<file path="src/rtl/fetch_stage.sv">
// Instruction fetch stage: PC register, IF/ID pipeline register and a BOOT/RUN sequencer.
// Optional stall-cycle counter port is built only when FETCH_STALLCNT_EN is defined.
//
// state | meaning
// BOOT  | first cycle after reset: PC held, IF/ID stays invalid
// RUN   | normal fetch: redirect flushes, stall holds, otherwise fetch and advance
module fetch_stage #(
    parameter int               DBITS    = 32,
    parameter int               ADDRBITS = 13,
    parameter logic [DBITS-1:0] STARTPC  = 'h40,
    parameter logic [DBITS-1:0] NOP      = '0
) (
    input  logic                clk,
    input  logic                reset,
    input  logic                stall,
    input  logic                redirect,
    input  logic [DBITS-1:0]    redirect_pc,
    output logic [ADDRBITS-1:0] imem_addr,
    input  logic [DBITS-1:0]    imem_instr,
    output logic [DBITS-1:0]    ifid_instr,
    output logic [DBITS-1:0]    ifid_pc,
    output logic [DBITS-1:0]    ifid_pcplus,
    output logic                ifid_valid
`ifdef FETCH_STALLCNT_EN
    ,
    output logic [31:0]         stallcnt
`endif
);

    typedef enum logic {BOOT, RUN} state_t;

    state_t           state, state_next;
    logic [DBITS-1:0] pc;
    logic [DBITS-1:0] pc_plus4;
    logic [DBITS-1:0] redirect_aligned;
    logic             do_fetch;
    logic             do_flush;

    assign pc_plus4         = pc + DBITS'(4);
    assign redirect_aligned = redirect_pc & ~DBITS'(3);
    assign imem_addr        = pc[ADDRBITS-1:0];

    always_ff @(posedge clk or posedge reset) begin
        if (reset) begin
            state <= BOOT;
        end else begin
            state <= state_next;
        end
    end

    always_comb begin
        state_next = state;
        do_fetch   = 1'b0;
        do_flush   = 1'b0;
        case (state)
            BOOT: state_next = RUN;
            RUN: begin
                if (redirect) begin
                    do_flush = 1'b1;
                end else if (!stall) begin
                    do_fetch = 1'b1;
                end
            end
            default: state_next = BOOT;
        endcase
    end

    // A flush leaves IFID_PC/IFID_PCPLUS alone; IFID_VALID=0 marks them stale.
    always_ff @(posedge clk or posedge reset) begin
        if (reset) begin
            pc          <= STARTPC;
            ifid_instr  <= NOP;
            ifid_pc     <= '0;
            ifid_pcplus <= '0;
            ifid_valid  <= 1'b0;
        end else if (do_flush) begin
            pc          <= redirect_aligned;
            ifid_instr  <= NOP;
            ifid_valid  <= 1'b0;
        end else if (do_fetch) begin
            pc          <= pc_plus4;
            ifid_instr  <= imem_instr;
            ifid_pc     <= pc;
            ifid_pcplus <= pc_plus4;
            ifid_valid  <= 1'b1;
        end
    end

`ifdef FETCH_STALLCNT_EN
    always_ff @(posedge clk or posedge reset) begin
        if (reset) begin
            stallcnt <= '0;
        end else if ((state == RUN) && stall && !redirect && (stallcnt != 32'hFFFF_FFFF)) begin
            stallcnt <= stallcnt + 32'd1;
        end
    end
`endif

endmodule
</file>
<file path="config.mk">
export PLATFORM = sky130hd
export DESIGN_NAME = fetch_stage
export DESIGN_NICKNAME = d
export VERILOG_FILES = /design/src/rtl/fetch_stage.sv
export SDC_FILE = /design/constraint.sdc
export NUM_CORES = 1
export LEC_CHECK = 0
export ABC_AREA = 1
export ABC_CLOCK_PERIOD_IN_PS = 6700
export BUFFER_PORTS_ARGS = -buffer_cell sky130_fd_sc_hd__buf_2
export CELL_PAD_IN_SITES_DETAIL_PLACEMENT = 0
export CELL_PAD_IN_SITES_GLOBAL_PLACEMENT = 2
export CORE_ASPECT_RATIO = 0.7
export CORE_MARGIN = 5
export CORE_UTILIZATION = 31
export DETAILED_ROUTE_END_ITERATION = 7
export GPL_TIMING_DRIVEN = 0
export PLACE_DENSITY = 0.86
export SLEW_MARGIN = 15
export SYNTH_ARGS = -nofsm -noshare
export SYNTH_HDL_FRONTEND = slang
export SYNTH_SLANG_ARGS = --single-unit
</file>
<file path="constraint.sdc">
create_clock -name clk -period 6.7 [get_ports clk]
set_input_delay 0.67 -clock clk [delete_from_list [all_inputs] [get_ports clk]]
set_output_delay 0.67 -clock clk [all_outputs]
set_load 0.05 [all_outputs]
</file>
==> Word-level counts from Yosys, hierarchy flattened <==
Index checks and enable logic that the tools add are counted.
{ "totals": {"reg_bits": 130, "inputBits": 68, "word_cells": 21} }
{ "op_classes": {"addsub": 1, "mux": 11, "bitwise": 1, "reduce_logical": 2} }
{ "op_table": {"columns": ["cell", "count"], "rows": [
  ["2-to-1 mux 32 bit", 4],
  ["adder 32 x 3 -> 32 bit, second input constant", 1],
  ["2-to-1 mux 1 bit", 7],
  ["AND reduction 2 bit", 1],
  ["nonzero test 2 bit", 1],
  ["inverter 1 bit", 1]
]} }

==> Longest topological paths before layout <==
Gate-level depths: netlist (run 1).
{ "logic_depth": {"ltp_word": 5, "mapped_depth": 9, "depth_no_buf": 9} }

==> Least setup slack after synthesis (run 1) <==
OpenSTA, ideal clock, no wires.
{ "synth_path": {"path_type": "in2reg", "start": "input port redirect", "end": "register pc[5]", "setup_time_ps": 87, "t_arrival_ps": 1440, "path_slack_ps": 5173, "cell_stages": 7, "n_path_buf": 2, "cell_sequence": "nor2_1 -> nand2_1 -> buf_2 -> buf_2 -> a21oi_1 -> o21ai_0 -> o211ai_1"} }
{ "synth_via": {"elab_chain_cells": 3, "word_cells_on_any_way": 6, "classes_between": "5 x mux; 1 x reduce/logical"} }
{ "synth_rtl": {"columns": ["element", "line", "text"], "rows": [
  ["from (decl)", "16", "input logic redirect,"],
  ["2-to-1 mux 1 bit", "58", "if (redirect) begin"],
  ["2-to-1 mux 1 bit", "55", "case (state)"],
  ["2-to-1 mux 32 bit / nonzero test 2 bit (equally long branches)", null, null],
  ["to (signal assigned)", "77", "pc <= redirect_aligned;"],
  ["to (signal assigned)", "81", "pc <= pc_plus4;"],
  ["to (decl)", "33", "logic [DBITS-1:0] pc;"]
]} }
Parallel ways exist; a longest one is shown, timed or not.
A chain may end at the register's enable or synchronous reset.

==> Worst setup path after layout (run 1) <==
{ "layout_path": {"start": "register pc[6]", "end": "output port imem_addr[6]"} }
{ "layout_rtl": {"columns": ["element", "line", "text"], "rows": [
  ["to (decl)", "18", "output logic [ADDRBITS-1:0] imem_addr,"]
]} }
No word-level cell between the ends.

==> summary.txt, run 1 <==
CTS
  • Post-CTS Setup Inserts: 0
  • CTS tree: done
  • Cts bufs inserted: 17
  • Post_cts resized: 0
  • Longest Clk Path Bufs: 2
  • Skew-Pair Late Insertion Delay: 430 ps
  • CTS Root Cell: clkbuf_16
  • Cts-stage hold buffer count: 0
  • H-tree Lvls: 4
  • Sink Count: about 120
  • Reg clk slew, reported paths: 60 ps

Setup path
  • Crit path max-delay cell type: dfstp_2
  • CP max FO: 6
  • CP Cell Sequence: buf_4 > buf_2
  • Worst path max stage delay: roughly 600 ps
  • Count of buffer and inverter cells on the critical path: 2
  • WP data arrival: around 1400 ps
  • Worst path required time: 6030 ps
  • Crit end category: primary output
  • Crit start category: flip-flop
  • Top delay family on crit path: flip-flops
  • CP Class: reg -> out

STA
  • Hold Fails Final Rpt: 0
  • RSZ-0062 raised after global routing: no
  • Final slew viol count: 0
  • F_max: 490 MHz
  • Worst Skew: 20.4 ps
  • Fin crit period: 2040 ps
  • Slack of the critical path: 4660 ps
  • Worst-Margin Slew: 696 ps
  • Final setup viols: 0
  • Max-slew headroom: 0.536
  • Setup tns final: 0 ps
  • Post-route clock period utilization: 0.305

Finish
  • Layout Nets: 908
  • Layout cells sized above 1: 0.300
  • ANT cells: 0
  • Final non-filler cell total: 1088
  • Synthesis-to-layout area growth: 31.7%

Place
  • Placed cell count: 1056
  • Worst slack, placed: 4700 ps
  • Post-DP HPWL: roughly 13000 um
  • Port Buffers: between 150 and 200
  • RePlAce Congestion: 0.842

Yosys
  • Synth Register Bits: roughly 120
  • Most numerous cell in the Yosys netlist: nand2_1
  • Synthesized area: ~5600 sq um
  • Number of flops mapped to enable cells by yosys: 0
  • Register area share after synthesis: 0.556
  • Top_reg_cell synth: dfrtp_1
  • Synth area leaders: dfrtp_1 (55%), nand2_1 (15%), a22o_1 (5.0%)
  • Synth cell count leaders: nand2_1 (227), dfrtp_1 (123), o21ai_0 (52)
  • Yosys cell types: 25
  • Yosys top cell area share: 0.551
  • Cells after Synth: 645
  • Syn_area_per_cell: between 8 and 9 sq um
  • Async SR Flop Fraction: 1.00
  • Ys Warns: 0
  • Yosys top cell by area: dfrtp_1

Power and ir drop
  • Static Leak: roughly 4 nW
  • Worst vdd ir: about 0.18 mV
  • PwrDens: 361 nW/um^2

Global route
  • GR Util All Layers: 0.170
  • GRT Residual Overflow: 0
  • First-pass GRT wire length: 27400 um
  • Antenna violations before repair: 0
  • Pin count of the biggest net entering global routing: 73
  • Number of global-route vias before repair: 4901

Die
  • Ports: 178
  • Die width: 170 um
  • Initial Util: 0.313
  • Core Area: 17900 sq um
  • Die ar.: 20800 sq um
  • Die height: 122 um
  • Rows: between 40 and 50

Route
  • DRT iter0 DRCs: 423
  • DRC: 0
  • Drt pass-1 iters: 5
  • Vias: 4885
  • Drt wl/cell: 16.2 um
  • WL final: ~18000 um
  • Routed Antenna Nets: 0
  • Via density: 4.49

Min path
  • Min-delay worst type: in -> async

Run status
  • Status: finished clean

Run
  • Max_cap viols: 0
[final cells by class]
class	instances	area (sq um)
buffer	42	244
fill	1902	10500
sequential	124	3100
clock inverter	15	154
multi-input combinational	431	2060
tap	236	295
timing repair buffer	170	873
clock buffer	17	425
inverter	53	204
[registers in the layout (all words and copies together), names as in the netlist]
register     flops
ifid_pc         30
pc              30
ifid_valid       1
state            1
ifid_pcplus     30
ifid_instr      32
[through the flow]
stage,hold WS [ps],area (sq um),power (W),utilization
4_1_cts,304,7360,0.00268,0.412
5_1_grt,321,7360,0.00278,0.412
6_report,275,7360,0.00266,0.412
3_5_place_dp,459,6780,0.00176,0.380
2_1_floorplan,511,5600,0.00154,-
3_3_place_gp,461,6750,0.00175,0.378
[layout by cell type, fill, tap and decap left out, drive strengths merged]
master	count
a21oi	3
a22o	32
and2	2
buf	197
bufinv	1
clkbuf	32
clkinv	4
clkinvlp	3
conb	7
dfrtp	123
dfstp	1
ha	1
inv	60
nand2	233
nand3	49
nor2	43
o211ai	6
o21ai	52
or2	1
xnor2	2
[cell families after synthesis]
logic type | count (synthesis) | synth area share
DFF | 124 | 0.556
xor gates and xnor gates | 2 | 0.00314
buffers and inverters | 95 | 0.0793
and+or+nand+nor | 328 | 0.251
other | 2 | 0.00134
AOI/OAI and AO/OA | 93 | 0.108
adders and majority gates | 1 | 0.00224
[metal layers]
metal  GRT usage  routed length, um  vias to the layer above
met2       0.231               7150                      129
met5           0                  0                        -
met4      0.0374                  0                        0
met3      0.0464               1150                        0
met1       0.265               9320                     2322
li1            -                  -                     2434
[path summary, 6_finish.rpt]
path,startpoint,end,slack (ps),cells after the start
hold reg to reg,ifid_pcplus[21]$_DFFE_PP0P_,ifid_pcplus[21]$_DFFE_PP0P_,480,2
max in group asynchronous,reset,pc[6]$_DFFE_PP1P_,5640,3
min in group clk,imem_instr[16],ifid_instr[16]$_DFFE_PP0P_,450,2
setup / recovery,pc[6]$_DFFE_PP1P_,imem_addr[6],4660,2
setup reg to reg,pc[2]$_DFFE_PP0P_,pc[24]$_DFFE_PP0P_,4970,8
hold / removal,reset,ifid_instr[29]$_DFFE_PP0P_,280,2
[power by group]
group          leakage, nW  internal (W)  switching, W  total (W)
clock                0.275      0.000523      0.000390   0.000913
combinational         2.09      0.000185      0.000592   0.000777
sequential            1.58      0.000873     0.0000937   0.000967
No activity file was read; power rests on OpenSTA's default activity.
==> run 2, diff against run 1 <==
==> config.mk (replaced) <==
export PLATFORM = sky130hd
export DESIGN_NAME = fetch_stage
export DESIGN_NICKNAME = d
export VERILOG_FILES = /design/src/rtl/fetch_stage.sv
export SDC_FILE = /design/constraint.sdc
export NUM_CORES = 1
export LEC_CHECK = 0
export ABC_AREA = 0
export ABC_CLOCK_PERIOD_IN_PS = 2060
export BUFFER_PORTS_ARGS = -buffer_cell sky130_fd_sc_hd__buf_2
export CELL_PAD_IN_SITES_DETAIL_PLACEMENT = 0
export CELL_PAD_IN_SITES_GLOBAL_PLACEMENT = 2
export CORE_ASPECT_RATIO = 0.7
export CORE_MARGIN = 5
export CORE_UTILIZATION = 30
export DETAILED_ROUTE_END_ITERATION = 7
export GPL_TIMING_DRIVEN = 0
export PLACE_DENSITY = 0.81
export SLEW_MARGIN = 15
export SYNTH_ARGS = -nofsm -noshare
export SYNTH_HDL_FRONTEND = slang
export SYNTH_SLANG_ARGS = --single-unit
==> constraint.sdc (replaced) <==
create_clock -name clk -period 2.06 [get_ports clk]
set_input_delay 0.206 -clock clk [delete_from_list [all_inputs] [get_ports clk]]
set_output_delay 0.206 -clock clk [all_outputs]
set_load 0.05 [all_outputs]
==> summary.txt, run 2 <==
Run status
  • Status: finished clean

Yosys
  • Async SR Flop Fraction: 1.00
  • Synth cell count leaders: nand2_1 (148), dfrtp_1 (123), o21ai_0 (48)
  • Syn_area_per_cell: 9.44 sq um
  • Cells after Synth: ~610
  • Yosys top cell by area: dfrtp_1
  • Ys Warns: 0
  • Register area share after synthesis: 0.537
  • Synthesized area: 5780 sq um
  • Yosys cell types: 51
  • Synth area leaders: dfrtp_1 (53%), nand2_1 (9.6%), a22o_1 (5.3%)
  • Number of flops mapped to enable cells by yosys: 0
  • Top_reg_cell synth: dfrtp_1
  • Synth Register Bits: between 100 and 150
  • Most numerous cell in the Yosys netlist: nand2_1
  • Yosys top cell area share: 0.533

Finish
  • Final Cell Area: about 8000 sq um
  • Most flop-heavy register: ifid_instr
  • Final non-filler cell total: 1095
  • Layout cells sized above 1: 0.345
  • Layout Nets: 909
  • Commonest cells after routing, fill and taps aside: buf_2 (172), nand2_1 (145), dfrtp_1 (118), o21ai_0 (47), buf_4 (39)
  • Max reg flops: 32
  • Synthesis-to-layout area growth: 39.3%
  • Most common cell after layout, fill and taps aside: buf_2
  • ANT cells: 0

STA
  • Setup tns final: 0 ps
  • Post-route clock period utilization: 0.979
  • F_max: 496 MHz
  • Hold Fails Final Rpt: 0
  • Worst Skew: 10.1 ps
  • RSZ-0062 raised after global routing: yes
  • Fin crit period: slightly above 2000 ps
  • Final slew viol count: 0
  • Final setup viols: 0
  • Max-slew headroom: 0.530
  • Worst-Margin Slew: 705 ps

CTS
  • Reg clk slew, reported paths: approximately 60 ps
  • Cts bufs inserted: 17
  • Longest Clk Path Bufs: 2
  • Skew-Pair Late Insertion Delay: roughly 420 ps
  • Sink Count: ~120
  • H-tree Lvls: 4
  • CTS tree: done
  • CTS Root Cell: clkbuf_16

Run
  • Max_cap viols: 0

Route
  • Detailed route wirelength on metal2: 9110 um
  • Met3 WL: 1650 um
  • Drt pass-1 iters: 5
  • Highest routed layer: met4
  • WL final: 20900 um
  • Vias: 5532
  • DRC: 0
  • Via density: 5.05
  • Met1 WL: 9930 um
  • Drt wl/cell: 19.1 um
  • DRT iter0 DRCs: 363
  • Routed Antenna Nets: 0

Setup path
  • Worst path required time: about 2300 ps
  • R2R Setup Slk: 40 ps
  • Crit end category: flip-flop
  • WP data arrival: 2300 ps
  • R2R Path Start: pc[15]$_DFFE_PP0P_
  • CP max FO: 9
  • Crit start category: flip-flop
  • Reg2Reg Depth: 6
  • FF-to-FF End: pc[26]$_DFFE_PP0P_
  • CP endpoint: pc[26]$_DFFE_PP0P_
  • CP Class: reg -> reg
  • CP startpoint: pc[15]$_DFFE_PP0P_

Die
  • Rows: 42
  • Die width: between 150 and 200 um
  • Initial Util: 0.305
  • Die ar.: ~22000 sq um
  • Die height: 126 um
  • Ports: around 180
  • Core Area: approximately 19000 sq um

Global route
  • Number of global-route vias before repair: 5593
  • GRT Residual Overflow: 0
  • First-pass GRT wire length: 32700 um
  • Antenna violations before repair: 0
  • Pin count of the biggest net entering global routing: 37
  • GR Util All Layers: 0.189

Power and ir drop
  • Worst vdd ir: between 0.4 and 0.5 mV
  • Static Leak: 3.95 nW
  • PwrDens: 1070 nW/um^2

Place
  • Post-DP HPWL: 15100 um
  • RePlAce Congestion: about 0.85
  • Placed cell count: 1029
  • Cell area after placement: 7020 sq um
  • Port Buffers: 167

Min path
  • Min-delay worst type: in -> reg
==> run 2: through the flow <==
stage,hold slack [ps],power [W],worst slack [ps],utilization
2_1_floorplan,329,0.00492,7.85,-
3_3_place_gp,430,0.00561,-546,0.368
3_5_place_dp,322,0.00566,-580,0.371
4_1_cts,0.116,0.00864,-17.0,0.418
5_1_grt,0.669,0.00904,-23.8,0.425
6_report,10.5,0.00864,43.6,0.425
==> run 2: what timing repair did <==
action,CTS,global route
endpoints found under the setup margin,30,24
hold endpoints to repair,38,0
hold buffers,14,0
pin swaps,5,7
resized for setup,12,27
setup buffers,16,6
==> run 2: worst max-delay path, cell delays in order (launching register included) <==
cell and delay (ps):
dfrtp_1 320, buf_2 190, and3_2 280, nand2_2 100, or4_4 540, o311ai_4 290
o311ai_2 150
==> run 2: how the worst min path moves through the flow <==
| stage | startpoint | end | slack, ps | cells after the start |
|---|---|---|---|---|
| finish | imem_instr[1] | ifid_instr[1]$_DFFE_PP0P_ | 10 | 2 |
| CTS | imem_instr[1] | ifid_instr[1]$_DFFE_PP0P_ | 0.1 | 2 |
| detailed placement | reset | ifid_pcplus[30]$_DFFE_PP0P_ | 320 | 2 |
| floorplan | redirect_pc[26] | pc[26]$_DFFE_PP0P_ | 330 | 2 |
| global route | imem_instr[1] | ifid_instr[1]$_DFFE_PP0P_ | 0.7 | 2 |
| global placement | imem_instr[3] | ifid_instr[3]$_DFFE_PP0P_ | 430 | 2 |
==> run 2: layout make-up <==
type / count / area, sq um
Tap cell: 242 / 303
Clock buffer: 17 / 425
Multi-Input combinational cell: 418 / 2460
Timing Repair Buffer: 206 / 1200
Clock inverter: 15 / 139
Fill cell: 1916 / 10900
Sequential cell: 124 / 3110
Inverter: 7 / 30.0
Buffer: 66 / 379
==> run 2: kinds of logic (layout without fill, tap and decap cells) <==
family,count (synthesis),after routing,synth area share
simple gates,237,237,0.186
compound gates,147,147,0.168
flops,124,124,0.537
buf+inv,75,311,0.0665
xor+xnor,26,26,0.0394
other cells,2,7,0.00130
fa+ha+maj,1,1,0.00216
==> run 2: power by group <==
part           switching (W)  leakage (nW)  internal, W
registers           0.000256          1.54      0.00281
logic                0.00196          2.14     0.000710
clock network        0.00123         0.263      0.00167
==> run 2: per-layer routing <==
metal,vias to the layer above,GRT usage
met5,-,0
met4,0,0.0481
met3,23,0.0539
met2,205,0.274
met1,2738,0.279
li1,2566,-
==> run 3, diff against run 2 <==
--- a/config.mk
+++ b/config.mk
@@ -15,7 +15,7 @@
 export CORE_UTILIZATION = 30
 export DETAILED_ROUTE_END_ITERATION = 7
 export GPL_TIMING_DRIVEN = 0
-export PLACE_DENSITY = 0.81
+export PLACE_DENSITY = 0.79
 export SLEW_MARGIN = 15
 export SYNTH_ARGS = -nofsm -noshare
 export SYNTH_HDL_FRONTEND = slang
==> summary.txt, run 3 (synthesized netlist as in run 2, its figures left out) <==
Setup path
  • WP data arrival: roughly 2400 ps
  • Count of buffer and inverter cells on the critical path: 1
  • Worst path max stage delay: 560 ps
  • Stages on worst setup path: 6
  • Crit end category: flip-flop
  • Crit path max-delay cell type: or4_4
  • R2R Path Start: pc[6]$_DFFE_PP1P_
  • CP endpoint: ifid_pcplus[29]$_DFFE_PP0P_
  • Worst path required time: 2420 ps
  • CP startpoint: pc[6]$_DFFE_PP1P_
  • Reg2Reg Depth: 6
  • CP max FO: 5
  • R2R Setup Slk: 40 ps
  • CP Class: reg -> reg
  • Top delay family on crit path: simple AND/OR/NAND/NOR gates
  • FF-to-FF End: ifid_pcplus[29]$_DFFE_PP0P_
  • Crit start category: flip-flop
  • CP Cell Sequence: buf_6 > and3_4 > nand4_4 > or4_4 > or3_4 > nand3_2

Route
  • DRC: 0
  • Drt pass-1 iters: 5
  • Vias: 5509
  • DRT iter0 DRCs: about 420
  • Routed Antenna Nets: 0
  • Drt wl/cell: 18.8 um
  • WL final: 20600 um
  • Via density: 5.03

Run status
  • Status: finished clean

Finish
  • Max reg flops: 32
  • Final non-filler cell total: 1096
  • # fillers: about 1900
  • Layout Nets: between 900 and 1000
  • Layout cells sized above 1: 0.343
  • Commonest cells after routing, fill and taps aside: buf_2 (171), nand2_1 (147), dfrtp_1 (119), o21ai_0 (46), buf_4 (40)
  • Final Cell Area: 8160 sq um
  • Synthesis-to-layout area growth: 41.3%
  • ANT cells: 0
  • Post-layout util: 0.432
  • Most flop-heavy register: ifid_instr
  • Most common cell after layout, fill and taps aside: buf_2

STA
  • F_max: 495 MHz
  • Fin crit period: 2020 ps
  • Hold Fails Final Rpt: 0
  • Max-slew headroom: 0.497
  • Worst-Margin Slew: 754 ps
  • Final setup viols: 0
  • Final slew viol count: 0
  • Worst Skew: 8.62 ps
  • Setup tns final: 0 ps
  • Post-route clock period utilization: 0.980

Global route
  • GR Util All Layers: 0.186
  • GRT Residual Overflow: 0
  • First-pass GRT wire length: 31900 um
  • Antenna violations before repair: 0
  • Number of global-route vias before repair: 5538
  • Pin count of the biggest net entering global routing: 34

Run
  • Max_cap viols: 0

Die
  • Die height: 126 um
  • Ports: 178
  • Initial Util: 0.305
  • Die ar.: 22200 sq um
  • Rows: 42
  • Core Area: approximately 19000 sq um
  • Die width: 176 um

Power and ir drop
  • PwrDens: 1110 nW/um^2
  • Static Leak: 4.03 nW
  • Worst vdd ir: approximately 0.45 mV
  • Final Total Pwr: 0.00905 W

Min path
  • Min-delay worst type: in -> reg

Place
  • Port Buffers: 167
  • RePlAce Congestion: 0.853
  • Cell area after placement: 7040 sq um
  • Placed cell count: about 1000
  • Post-DP HPWL: ~15000 um

CTS
  • Cts bufs inserted: 17
  • H-tree Lvls: 4
  • Longest Clk Path Bufs: 2
  • Sink Count: 124
  • Reg clk slew, reported paths: 60 ps
  • CTS tree: done
  • Skew-Pair Late Insertion Delay: 420 ps
  • CTS Root Cell: clkbuf_16
[run 3: how the worst min path moves through the flow]
stage	to	cells past startpoint	slack [ps]	start
2_1_floorplan	pc[26]$_DFFE_PP0P_	2	330	redirect_pc[26]
3_3_place_gp	ifid_instr[1]$_DFFE_PP0P_	2	430	imem_instr[1]
3_5_place_dp	ifid_pc[26]$_DFFE_PP0P_	2	190	reset
4_1_cts	ifid_instr[19]$_DFFE_PP0P_	2	2	imem_instr[19]
5_1_grt	ifid_instr[12]$_DFFE_PP0P_	2	0.6	imem_instr[12]
6_report	ifid_instr[19]$_DFFE_PP0P_	2	10	imem_instr[19]
[run 3: metal layers]
metal | global-route usage | vias to the layer above | part of all wire
li1 | - | 2570 | -
met2 | 0.264 | 183 | 0.42
met5 | 0 | - | 0
met1 | 0.275 | 2732 | 0.49
met4 | 0.0555 | 0 | 0.017
met3 | 0.0533 | 24 | 0.067
[run 3: cell type report]
class                           instances  area, sq um  share of cell area
Clock inverter                         14          218              0.0267
Sequential cell                       124         3110               0.381
Multi-Input combinational cell        418         2470               0.303
Inverter                                7         30.0             0.00368
Timing Repair Buffer                  206         1220               0.149
Tap cell                              242          303              0.0371
Clock buffer                           18          429              0.0526
Buffer                                 67          384              0.0470
[run 3: power breakdown]
part	switching, W	total, W	internal, W
logic	0.00195	0.00267	0.000713
clock network	0.00116	0.00331	0.00215
registers	0.000259	0.00307	0.00281
[run 3: stage by stage]
step | hold WS, ps | worst slack [ps]
floorplan | 329 | 7.85
global placement | 430 | -553
detailed placement | 189 | -562
CTS | 1.63 | 3.43
global route | 0.623 | -24.1
finish | 12.4 | 40.8
[run 3: what timing repair did]
| item | CTS | global route |
|---|---|---|
| hold endpoints to repair | 22 | 1 |
| gates resized for setup | 16 | 30 |
| hold buffers | 14 | 1 |
| setup buffers | 13 | 7 |
| pin swaps | 7 | 6 |
| setup endpoints to repair | 28 | 28 |
